===== src/rtl/nes_pkg.sv =====
// NES pad reader shared definitions.
// Button indices, code values and FSM states.
package nes_pkg;

  localparam int BTN_A      = 0;
  localparam int BTN_B      = 1;
  localparam int BTN_SELECT = 2;
  localparam int BTN_START  = 3;
  localparam int BTN_UP     = 4;
  localparam int BTN_DOWN   = 5;
  localparam int BTN_LEFT   = 6;
  localparam int BTN_RIGHT  = 7;

  localparam logic [4:0] CODE_NONE     = 5'd12;
  localparam logic [4:0] CODE_DIR_BASE = 5'd0;
  localparam logic [4:0] CODE_ACT_BASE = 5'd4;
  localparam logic [4:0] CODE_MOD_BASE = 5'd8;

  typedef enum logic [2:0] {
    IDLE,
    LATCH,
    LOW,
    HIGH,
    DONE
  } state_e;

endpackage


===== src/rtl/nes_code_enc.sv =====
// Priority encoder: debounced buttons to 5-bit code.
// Direction wins over actions; A turns a direction into a modified code.
module nes_code_enc
  import nes_pkg::*;
(
  input  logic [7:0] buttons_i,
  output logic [4:0] code_o
);

  logic [3:0] dir;
  logic [4:0] d;

  // Direction index with priority Up > Down > Left > Right
  always_comb begin
    dir = {buttons_i[BTN_RIGHT], buttons_i[BTN_LEFT],
           buttons_i[BTN_DOWN], buttons_i[BTN_UP]};
    d = 5'd0;
    priority case (1'b1)
      dir[0]:  d = 5'd0;
      dir[1]:  d = 5'd1;
      dir[2]:  d = 5'd2;
      default: d = 5'd3;
    endcase
  end

  // Final code: A+dir, dir, then A/B/Select/Start, else none
  always_comb begin
    code_o = CODE_NONE;
    if (|dir) begin
      if (buttons_i[BTN_A]) code_o = CODE_MOD_BASE + d;
      else                  code_o = CODE_DIR_BASE + d;
    end else if (buttons_i[BTN_A]) begin
      code_o = CODE_ACT_BASE;
    end else if (buttons_i[BTN_B]) begin
      code_o = CODE_ACT_BASE + 5'd1;
    end else if (buttons_i[BTN_SELECT]) begin
      code_o = CODE_ACT_BASE + 5'd2;
    end else if (buttons_i[BTN_START]) begin
      code_o = CODE_ACT_BASE + 5'd3;
    end
  end

endmodule


===== src/rtl/nes_pad_reader.sv =====
// NES controller reader: latch/clock generation, serial read,
// two-frame debounce and registered button code with change strobe.
module nes_pad_reader
  import nes_pkg::*;
#(
  parameter int LATCH_CYC = 144,
  parameter int HALF_CYC  = 72,
  parameter int POLL_CYC  = 200000
) (
  input  logic       clk,
  input  logic       reset_n,
  input  logic       nes_data,
  output logic       nes_latch,
  output logic       nes_pulse,
  output logic [7:0] buttons,
  output logic [4:0] nes_code,
  output logic       code_strobe
);

  localparam int PW     = $clog2(POLL_CYC);
  localparam int PH_MAX = (LATCH_CYC > HALF_CYC) ? LATCH_CYC : HALF_CYC;
  localparam int HW     = $clog2(PH_MAX + 1);

  logic [1:0]    sync_q;
  logic          pressed;
  logic [PW-1:0] poll_q;
  logic [PW-1:0] poll_d;
  logic          poll_wrap;
  logic [HW-1:0] phase_q;
  logic          latch_end;
  logic          half_end;
  logic [2:0]    bit_q;
  state_e        state_q;
  logic          latch_q;
  logic          pulse_q;
  logic [7:0]    shift_q;
  logic [7:0]    prev_q;
  logic [7:0]    buttons_q;
  logic [4:0]    code_d;
  logic [4:0]    code_q;
  logic          strobe_q;

  // Two-flop synchroniser; idle level is released (high)
  always_ff @(posedge clk or negedge reset_n) begin
    if (!reset_n) sync_q <= 2'b11;
    else          sync_q <= {sync_q[0], nes_data};
  end

  assign pressed = ~sync_q[1];

  assign poll_wrap = (poll_q == PW'(POLL_CYC - 1));
  assign poll_d    = poll_wrap ? '0 : poll_q + 1'b1;

  // Free-running frame-rate counter
  always_ff @(posedge clk or negedge reset_n) begin
    if (!reset_n) poll_q <= '0;
    else          poll_q <= poll_d;
  end

  assign latch_end = (phase_q == HW'(LATCH_CYC - 1));
  assign half_end  = (phase_q == HW'(HALF_CYC - 1));

  // Frame FSM: latch, 8 samples with 7 shift pulses, debounce
  always_ff @(posedge clk or negedge reset_n) begin
    if (!reset_n) begin
      state_q   <= IDLE;
      phase_q   <= '0;
      bit_q     <= 3'd0;
      latch_q   <= 1'b0;
      pulse_q   <= 1'b0;
      shift_q   <= 8'h00;
      prev_q    <= 8'h00;
      buttons_q <= 8'h00;
    end else begin
      unique case (state_q)
        IDLE: begin
          if (poll_wrap) begin
            state_q <= LATCH;
            latch_q <= 1'b1;
            phase_q <= '0;
            bit_q   <= 3'd0;
          end
        end
        LATCH: begin
          if (latch_end) begin
            state_q <= LOW;
            latch_q <= 1'b0;
            phase_q <= '0;
          end else begin
            phase_q <= phase_q + 1'b1;
          end
        end
        LOW: begin
          if (half_end) begin
            shift_q[bit_q] <= pressed;
            phase_q        <= '0;
            if (bit_q == 3'd7) begin
              state_q <= DONE;
            end else begin
              state_q <= HIGH;
              pulse_q <= 1'b1;
              bit_q   <= bit_q + 1'b1;
            end
          end else begin
            phase_q <= phase_q + 1'b1;
          end
        end
        HIGH: begin
          if (half_end) begin
            state_q <= LOW;
            pulse_q <= 1'b0;
            phase_q <= '0;
          end else begin
            phase_q <= phase_q + 1'b1;
          end
        end
        DONE: begin
          if (shift_q == prev_q) buttons_q <= shift_q;
          prev_q  <= shift_q;
          bit_q   <= 3'd0;
          state_q <= IDLE;
        end
        default: begin
          state_q <= IDLE;
          latch_q <= 1'b0;
          pulse_q <= 1'b0;
        end
      endcase
    end
  end

  nes_code_enc u_enc (
    .buttons_i (buttons_q),
    .code_o    (code_d)
  );

  // Registered code with one-cycle pulse on every value change
  always_ff @(posedge clk or negedge reset_n) begin
    if (!reset_n) begin
      code_q   <= CODE_NONE;
      strobe_q <= 1'b0;
    end else begin
      code_q   <= code_d;
      strobe_q <= (code_d != code_q);
    end
  end

  assign nes_latch   = latch_q;
  assign nes_pulse   = pulse_q;
  assign buttons     = buttons_q;
  assign nes_code    = code_q;
  assign code_strobe = strobe_q;

endmodule


===== config.mk =====
export PLATFORM = sky130hd
export DESIGN_NAME = nes_pad_reader
export DESIGN_NICKNAME = d
export VERILOG_FILES = /design/src/rtl/nes_pkg.sv /design/src/rtl/nes_code_enc.sv /design/src/rtl/nes_pad_reader.sv
export SDC_FILE = /design/constraint.sdc
export NUM_CORES = 1
export LEC_CHECK = 0
export ABC_AREA = 1
export BUFFER_PORTS_ARGS = -buffer_cell sky130_fd_sc_hd__buf_2
export CAP_MARGIN = 20
export CORE_ASPECT_RATIO = 1.75
export CORE_MARGIN = 2
export CORE_UTILIZATION = 35
export DETAILED_ROUTE_END_ITERATION = 16
export PLACE_DENSITY = 0.57
export SLEW_MARGIN = 10
export SYNTH_ARGS = -nofsm -noshare
export SYNTH_HDL_FRONTEND = slang
export SYNTH_SLANG_ARGS = --single-unit

===== constraint.sdc =====
create_clock -name clk -period 1.7 [get_ports clk]
set_input_delay 0.34 -clock clk [delete_from_list [all_inputs] [get_ports clk]]
set_output_delay 0.34 -clock clk [all_outputs]
set_load 0.01 [all_outputs]

==> metrics <==
CP Data Arrival Time 1790 ps; Initial DRC Count 97; type of the worst min-delay path in2async; clock slew at reported path FFs 60 ps; pwr dens 820.3 nW/um^2; Yosys warnings 0; All-Layer GR Usage 0.1500; number of inserted diodes 0; worst setup path class reg2reg; vias after detailed routing 2921; drt wl/cell 11.46 um; DRT Wirelength 7.080 mm; Placed Cells incl. Taps 599; insertion delay to the later sink of the worst-skew pair 330 ps; grt ovf 0; distinct cell type count after synthesis 27; hpwl dp 5.263 mm; TritonCTS buffer count 9; num rows 47; Power Total 0.003315 W; FILL cells 954; Pleak 2.070 nW; number of flops mapped to enable cells by yosys 0; Synth async-reset ratio 1.000; Layout area overhead 18.62%; # nets final 498; Finished Layout Cells 618; 1st-pass router iterations 5; Fin. Hold Viols 0; Syn Inst Count 453; RePlAce Congestion 0.8258; Peak VDD IR 0.5193 mV; final setup vio count 0; chip height 134.5 um; CP max FO 8; Finished Core Util 0.4269; Ports 19; number of remaining DRC errors 0; Crit. End Element flip-flop; Fmax 0.6352 GHz; vias in the first global route 2887; syn_nets 460; Setup TNS 0 ps; Critical Path RT 1920 ps; CTS sink count 65; Final WS setup 125.8 ps; max-slew violations 0; first-pass GRT wire length 12.47 mm; flop2flop setup slack 130 ps; RR Endpoint shift_q[3]$_DFFE_PN0P_; CORE AREA 9468 um^2; Die Width 78.58 um; Hold Buf Count CTS 0; Clock Tree Buf Depth 2; run status finished clean; TritonCTS clock tree yes; register area 1632 um^2; CTS H-tree depth 3; unrepaired setup endpoints after global routing yes; port buffer count 17; post-route ant nets 0; Synth Register Bits 65; Worst Skew 9.270 ps; pre-CTS setup slack 57.86 ps; crit path launch type flip-flop; DIE AREA 10570 um^2; multi-input logic area 1545 um^2; Max-Cap Viols 0; Final Critical Period 1574 ps; largest net degree at the start of global routing 66; R2R Path Start phase_q[1]$_DFFE_PN0P_; worst reg-to-reg path cell count 8; Initial Util 0.3599; Seq/Total Area, Yosys 0.4789; initial antenna violation count 0; ys flop type dfrtp_1; synthesized cell area 3407 um^2; mean post-synth cell area 7.521 um^2; clock root cell clkbuf_16; vias per cell 4.727; Final period util 0.9260; share of cells above drive strength 1 0.1411
-- metrics by stage --
| step | instance area, um^2 | hold slack (ps) |
|---|---|---|
| floorplan | 3407 | 44.41 |
| global placement | 3710 | 347.0 |
| detailed placement | 3710 | 347.8 |
| CTS | 3994 | 34.58 |
| global route | 4041 | 49.83 |
| finish | 4041 | 22.95 |
-- logic make-up after synthesis --
family / count (synthesis) / share of synthesized area
AO/OA/AOI/OAI: 35 / 0.05252
XOR/XNOR: 13 / 0.03342
adder cells (fa/ha/maj): 4 / 0.01469
buffers and inverters: 65 / 0.07492
flip-flops: 65 / 0.4789
multiplexers: 1 / 0.003305
other: 1 / 0.001101
AND/OR/NAND/NOR: 269 / 0.3412
-- synthesized netlist by cell type, types with 2 or more instances --
master | count | area share
dfstp_2 | 4 | 0.031
inv_1 | 60 | 0.066
nand3b_1 | 4 | 0.0088
xor2_1 | 10 | 0.026
nor2_2 | 2 | 0.0037
a21oi_1 | 5 | 0.0073
nor2_4 | 5 | 0.017
nand3_1 | 42 | 0.062
nor2_1 | 57 | 0.063
dfrtp_1 | 61 | 0.45
xnor2_1 | 3 | 0.0077
nand2_1 | 140 | 0.15
inv_2 | 2 | 0.0022
o21ai_1 | 8 | 0.012
o21ai_0 | 21 | 0.031
nand4_1 | 8 | 0.015
nor3_1 | 5 | 0.0073
nand2_2 | 4 | 0.0073
ha_1 | 4 | 0.015
-- timing repair --
item,CTS,global route
resized for setup,0,7
endpoints found under the hold margin,0,0
setup buffers,0,3
setup endpoints to repair,0,23
-- per-layer routing --
layer	vias up	share of wire	track usage
met1	1368	0.40	0.1579
met2	44	0.55	0.2721
met3	9	0.034	0.03543
met5	-	0	0
met4	0	0.016	0.07797
li1	1500	-	-
-- cell type report --
cell class	instances	share of cell area
Timing Repair Buffer	30	0.04830
Multi-Input combinational cell	323	0.3824
Clock inverter	4	0.006811
Inverter	62	0.05759
Sequential cell	65	0.4037
Tap cell	122	0.03777
Clock buffer	12	0.06347
-- placed cells by master (no fill, tap or decap), types with 2 or more instances in the layout --
master / n
buf_2: 17
nand3_2: 2
clkbuf_16: 9
nand4_1: 8
nand3_1: 40
ha_1: 3
clkinvlp_4: 3
dfrtp_1: 61
buf_4: 12
nor2_4: 5
nand3b_1: 4
inv_2: 2
nand2_2: 3
xnor2_1: 3
xor2_1: 10
dfstp_2: 4
clkbuf_8: 2
o21ai_1: 8
nor3_1: 5
nor2_2: 5
nor2_1: 54
inv_1: 60
o21ai_0: 21
nand2_1: 140
a21oi_1: 5
-- worst max path at each step --
stage	start	to	slack (ps)	depth (start not counted)
after global placement	poll_q[0]$_DFF_PN0_	bit_q[1]$_DFFE_PN0P_	110	8
final	phase_q[1]$_DFFE_PN0P_	shift_q[3]$_DFFE_PN0P_	130	8
after floorplan	bit_q[0]$_DFFE_PN0P_	bit_q[0]$_DFFE_PN0P_	230	8
after CTS	poll_q[0]$_DFF_PN0_	poll_q[17]$_DFF_PN0_	40	8
after detailed placement	poll_q[0]$_DFF_PN0_	poll_q[17]$_DFF_PN0_	60	8
after global routing	phase_q[1]$_DFFE_PN0P_	shift_q[0]$_DFFE_PN0P_	-60	8
-- registers in the layout, summed over array words and instances, names as in the netlist --
| register | count |
|---|---|
| shift_q | 8 |
| nes_pulse | 1 |
| state_q | 3 |
| buttons | 8 |
| nes_latch | 1 |
| code_strobe | 1 |
| poll_q | 18 |
| phase_q | 8 |
| sync_q | 2 |
| bit_q | 3 |
| prev_q | 8 |
| nes_code | 4 |
-- worst max-delay path, cell delays in order, from the launching register on --
cell and delay [ps]:
dfrtp_1 390, ha_2 210, nand2_1 120, nor2_2 150
nand2_2 120, nor2_4 220, nand3_1 130, nand2_1 70
o21ai_1 50
-- where the power goes --
part	switching [W]	internal, W
registers	0.00000286	0.00155
logic	0.0000306	0.00000648
clock network	0.000659	0.00106
Power figures use the tool's default switching activity.
